**config.mk**
```make
export PLATFORM = sky130hd
export DESIGN_NAME = convert_from_10
export DESIGN_NICKNAME = d
export VERILOG_FILES = /design/src/rtl/conv_pkg.sv /design/src/rtl/mul10_add.sv /design/src/rtl/convert_from_10.sv
export SDC_FILE = /design/constraint.sdc
export NUM_CORES = 2
export LEC_CHECK = 0
export CORE_MARGIN = 5
export CORE_UTILIZATION = 30
export DETAILED_ROUTE_END_ITERATION = 8
export HOLD_SLACK_MARGIN = 0.1
export SLEW_MARGIN = 20
export SYNTH_ARGS = -nofsm -noshare
export SYNTH_HDL_FRONTEND = slang
export SYNTH_SLANG_ARGS = --single-unit
export TNS_END_PERCENT = 1
```
**constraint.sdc**
```tcl
create_clock -name clk -period 7.1 [get_ports clk]
set_input_delay 1.065 -clock clk [delete_from_list [all_inputs] [get_ports clk]]
set_output_delay 1.065 -clock clk [all_outputs]
set_load 0.02 [all_outputs]
```
**src/rtl/conv_pkg.sv**
```systemverilog
// Shared definitions for the decimal/binary converters.
package conv_pkg;

  localparam int unsigned DIGIT_W            = 4;
  localparam logic [DIGIT_W-1:0] MAX_BCD     = 4'd9;
  // 10^120-1 still fits below 2^400, so 120 digits can never lose precision at W=400.
  localparam int unsigned MAX_DIGITS_DEFAULT = 120;

  typedef enum logic [1:0] {
    IDLE   = 2'd0,
    ACCUM  = 2'd1,
    FINISH = 2'd2
  } conv_state_t;

endpackage

```
**src/rtl/mul10_add.sv**
```systemverilog
// Multiplier-free acc*10 + d, widened by four bits so the caller can detect overflow.
module mul10_add #(
  parameter int unsigned W = 400
) (
  input  logic [W-1:0] acc,
  input  logic [3:0]   d,
  output logic [W+3:0] sum
);

  logic [W+3:0] acc_ext;

  // acc*10 formed as (acc<<3)+(acc<<1), plus the incoming digit
  always_comb begin
    acc_ext = (W+4)'(acc);
    sum     = (acc_ext << 3) + (acc_ext << 1) + (W+4)'(d);
  end

endmodule

```
**src/rtl/convert_from_10.sv**
```systemverilog
// Converts an MS-digit-first BCD stream into an unsigned W-bit binary integer.
module convert_from_10
  import conv_pkg::*;
#(
  parameter int unsigned W          = 400,
  parameter int unsigned MAX_DIGITS = MAX_DIGITS_DEFAULT,
  parameter int unsigned CNT_W      = 8
) (
  input  logic               clk,
  input  logic               rst_n,
  input  logic               start,
  input  logic [3:0]         digit,
  input  logic               digit_valid,
  input  logic               digit_last,
  output logic               digit_ready,
  output logic [W-1:0]       binary,
  output logic               done,
  output logic               busy,
  output logic               overflow,
  output logic               err_digit,
  output logic [CNT_W-1:0]   digit_count
);

  conv_state_t      state;
  logic [W+3:0]     sum;
  logic             accept;
  logic [CNT_W-1:0] count_next;

  mul10_add #(.W(W)) u_mul10_add (
    .acc (binary),
    .d   (digit),
    .sum (sum)
  );

  // Ready only while accumulating; a start in the same cycle takes priority over the digit
  always_comb begin
    digit_ready = (state == ACCUM) && !start;
    accept      = digit_valid && digit_ready;
    count_next  = digit_count + CNT_W'(1);
  end

  // Conversion FSM with registered result and status outputs
  always_ff @(posedge clk or negedge rst_n) begin
    if (!rst_n) begin
      state       <= IDLE;
      binary      <= '0;
      done        <= 1'b0;
      busy        <= 1'b0;
      overflow    <= 1'b0;
      err_digit   <= 1'b0;
      digit_count <= '0;
    end else begin
      done <= 1'b0;
      if (start) begin
        state       <= ACCUM;
        binary      <= '0;
        busy        <= 1'b1;
        overflow    <= 1'b0;
        err_digit   <= 1'b0;
        digit_count <= '0;
      end else begin
        case (state)
          IDLE: begin
            state <= IDLE;
          end
          ACCUM: begin
            if (accept) begin
              digit_count <= count_next;
              if (digit <= MAX_BCD) begin
                // Keep accumulating on the truncated value; overflow stays sticky
                binary <= sum[W-1:0];
                if (|sum[W+3:W]) begin
                  overflow <= 1'b1;
                end
              end else begin
                err_digit <= 1'b1;
              end
              if (digit_last || (count_next == CNT_W'(MAX_DIGITS))) begin
                state <= FINISH;
                done  <= 1'b1;
                busy  <= 1'b0;
              end
            end
          end
          FINISH: begin
            state <= IDLE;
          end
          default: begin
            state <= IDLE;
          end
        endcase
      end
    end
  end

endmodule

```
==> run metrics <==
wire length on met1 108 mm; post-CTS setup buffer count 0; yosys warns 0; crit-path max FO 4; Cells after DPL around 9400; final setup vio count 0; fin crit share a little over nine tenths; Syn Area/Cell roughly 7.4 um^2; VDD IR max 0.165 mV; ranking of synthesized cells by area dfrtp_1 (20%), ha_1 (20%), o21ai_0 (8.9%); WL met3 roughly 16 mm; TritonRoute pass-1 iters 8; n_diodes 0; CP max stage cell fa_1; Main synth FF type dfrtp_1; Power Total 5.96 mW; Clock Tree Buf Depth 3; P&R area growth vs syn 17.7%; Startpoint Class primary input; drt via density a little under 6; H-tree Lvls 2; Total Wirelength approximately 250 mm; layout cells sized above 1 between 4 and 5%; Yosys top cell area share 20.2%; status finished, final reports clean; number of flops mapped to enable cells by yosys 0; clk root buf clkbuf_16; vias in the first global route around 54000; relative slew slack 21.8%; Buffers & Inverters on Critical Path 4; die height 423 um; Core Area 169000 um^2; Routed WL per cell around 27 um; Largest delay share family, worst path compound AO/OA/AOI/OAI gates; Slew @ Worst Pin 1.17 ns; setup_tns 0 ns; routed via count roughly 56000; unrepaired setup endpoints after global routing no; max_cap viols 0; die width approximately 420 um; FFs w/ async S/R, synth 100%; Overall Global Routing Usage 26.8%; post-synthesis register bit count 414; fmax 0.149 GHz; Pleak 25.4 nW; fillers 17900; Rows 151; leading area contributor after synthesis dfrtp_1; post_cts resized 0; post-DP HPWL roughly 210 mm; Netlist cell types 94; total gr overflow 0; Hold Path Class in -> async; Inserted Clock Buffers 59; die area between 150000 and 200000 um^2; r2r startpoint binary[149]; global-route wire length before repair 366 mm; crit path DAT about 7.3 ns; Top Metal Used met4; antenna viol nets, final 0; most frequent cells in the layout o21ai_0 (915), nand2_1 (888), a21oi_1 (854); Syn Nets 7705; register area share after synthesis 20.2%; skew final 0.0675 ns; CP required 7.69 ns; CTS tree done; Clock transition at path regs roughly 0.06 ns; nets 8023; CTS sink count ~410; crit path kind in -> reg; synthesized instance count 6894; first-iteration detailed-routing DRC count 5384; crit-path max cell delay 0.55 ns; worst r2r dst binary[390]; DRC 0; pin count of the biggest net entering global routing 160; Final Hold Fails 0; Starting Density between 30% and 40%; initial antenna violation count 0; Routability Congestion between 1 and 1.5; Port Buf Inserts about 420; Layout Cells excl Fill 9479; Power Density between 90 and 100 nW/um^2; commonest non-fill, non-tap cell in the layout o21ai_0; R2R depth 22; reg-to-reg slack, setup 0.58 ns; I/O Pins 422; Worst setup EP type register; Hold Buf Count CTS 0; Clock Latency Late Sink between 0.7 and 0.8 ns; min cycle time layout ~6.7 ns; met2 WL 111 mm; Slew Limit Fails 0; mapped cell area approximately 51000 um^2
==> flip-flops by register name, summed over array words and instances, names as in the netlist <==
register,count
err_digit,1
digit_count,8
state,2
overflow,1
binary,400
busy,1
done,1
==> worst reg2reg max path: cells and delay by family, from the launching register on <==
kind                     cells  cell delay [ns]
AO/OA/AOI/OAI               11             3.15
buffers and inverters        2             0.37
AND/OR/NAND/NOR              6             1.54
adder cells (fa/ha/maj)      2             0.71
XOR/XNOR                     1             0.18
flip-flops                   1             0.46
==> final cells by class <==
class,instances,area [um^2],area share (%)
Tap cell,2218,2780,4.60
Inverter,136,510,0.847
Clock inverter,31,410,0.681
Multi-Input combinational cell,6028,39100,64.9
Timing Repair Buffer,573,5450,9.04
Sequential cell,414,10400,17.2
Clock buffer,79,1660,2.76
==> stage by stage <==
stage / hold WS (ns) / area (um^2) / setup WS, ns / utilization (%)
2_1_floorplan: 0.545 / 51200 / 1.34 / -
3_3_place_gp: 0.480 / 58200 / 0.0344 / 34.3
3_5_place_dp: 0.484 / 58200 / -0.154 / 34.3
4_1_cts: 0.237 / 60300 / 0.624 / 35.6
5_1_grt: 0.263 / 60300 / 0.205 / 35.6
6_report: 0.244 / 60300 / 0.406 / 35.6
==> cell families (layout without fill, tap and decap cells) <==
kind of cell,count (synthesis),count (layout),synth area share (%)
AOI/OAI and AO/OA,2439,2439,27.4
and+or+nand+nor,2386,2386,22.4
muxes,1,1,0.0195
buffers and inverters,452,819,3.42
xor gates and xnor gates,400,400,6.84
adders and majority gates,802,802,19.6
DFF,414,414,20.2
==> worst max-delay path by stage <==
stage	startpoint	end	slack [ns]	depth (start not counted)
floorplan	digit[3]	overflow	1.34	21
global placement	digit[3]	binary[356]	0.03	25
detailed placement	digit[3]	binary[356]	-0.15	25
CTS	binary[82]	binary[373]	0.62	21
global route	binary[152]	binary[390]	0.21	22
finish	digit[3]	binary[356]	0.41	25
==> cell usage after synthesis (58+ instances only) <==
library cell  count
xnor2_1         234
ha_1            800
o21bai_1        123
nor4_1           58
nand4_1         232
clkbuf_1        277
nand3b_1        257
o21ai_0         915
xor2_1          166
nor2_1          567
nand3_1          84
inv_1           135
a21oi_1         854
nand2_1         888
nor3_1          121
dfrtp_1         414
o21a_1           66
a21o_1          129
==> routing by layer <==
metal / track usage [%] / vias to the layer above
met1: 35.1 / 27000
met5: 0 / -
met3: 3.66 / 479
met2: 42.8 / 2199
met4: 14.4 / 0
li1: - / 26100
==> where the power goes <==
group	switching, mW	leakage [nW]	internal, mW	total, mW
combinational	0.201	18.6	0.0592	0.260
clock	1.36	1.02	1.96	3.32
sequential	0.00617	5.77	2.37	2.37
(Power assumes the default switching activity.)
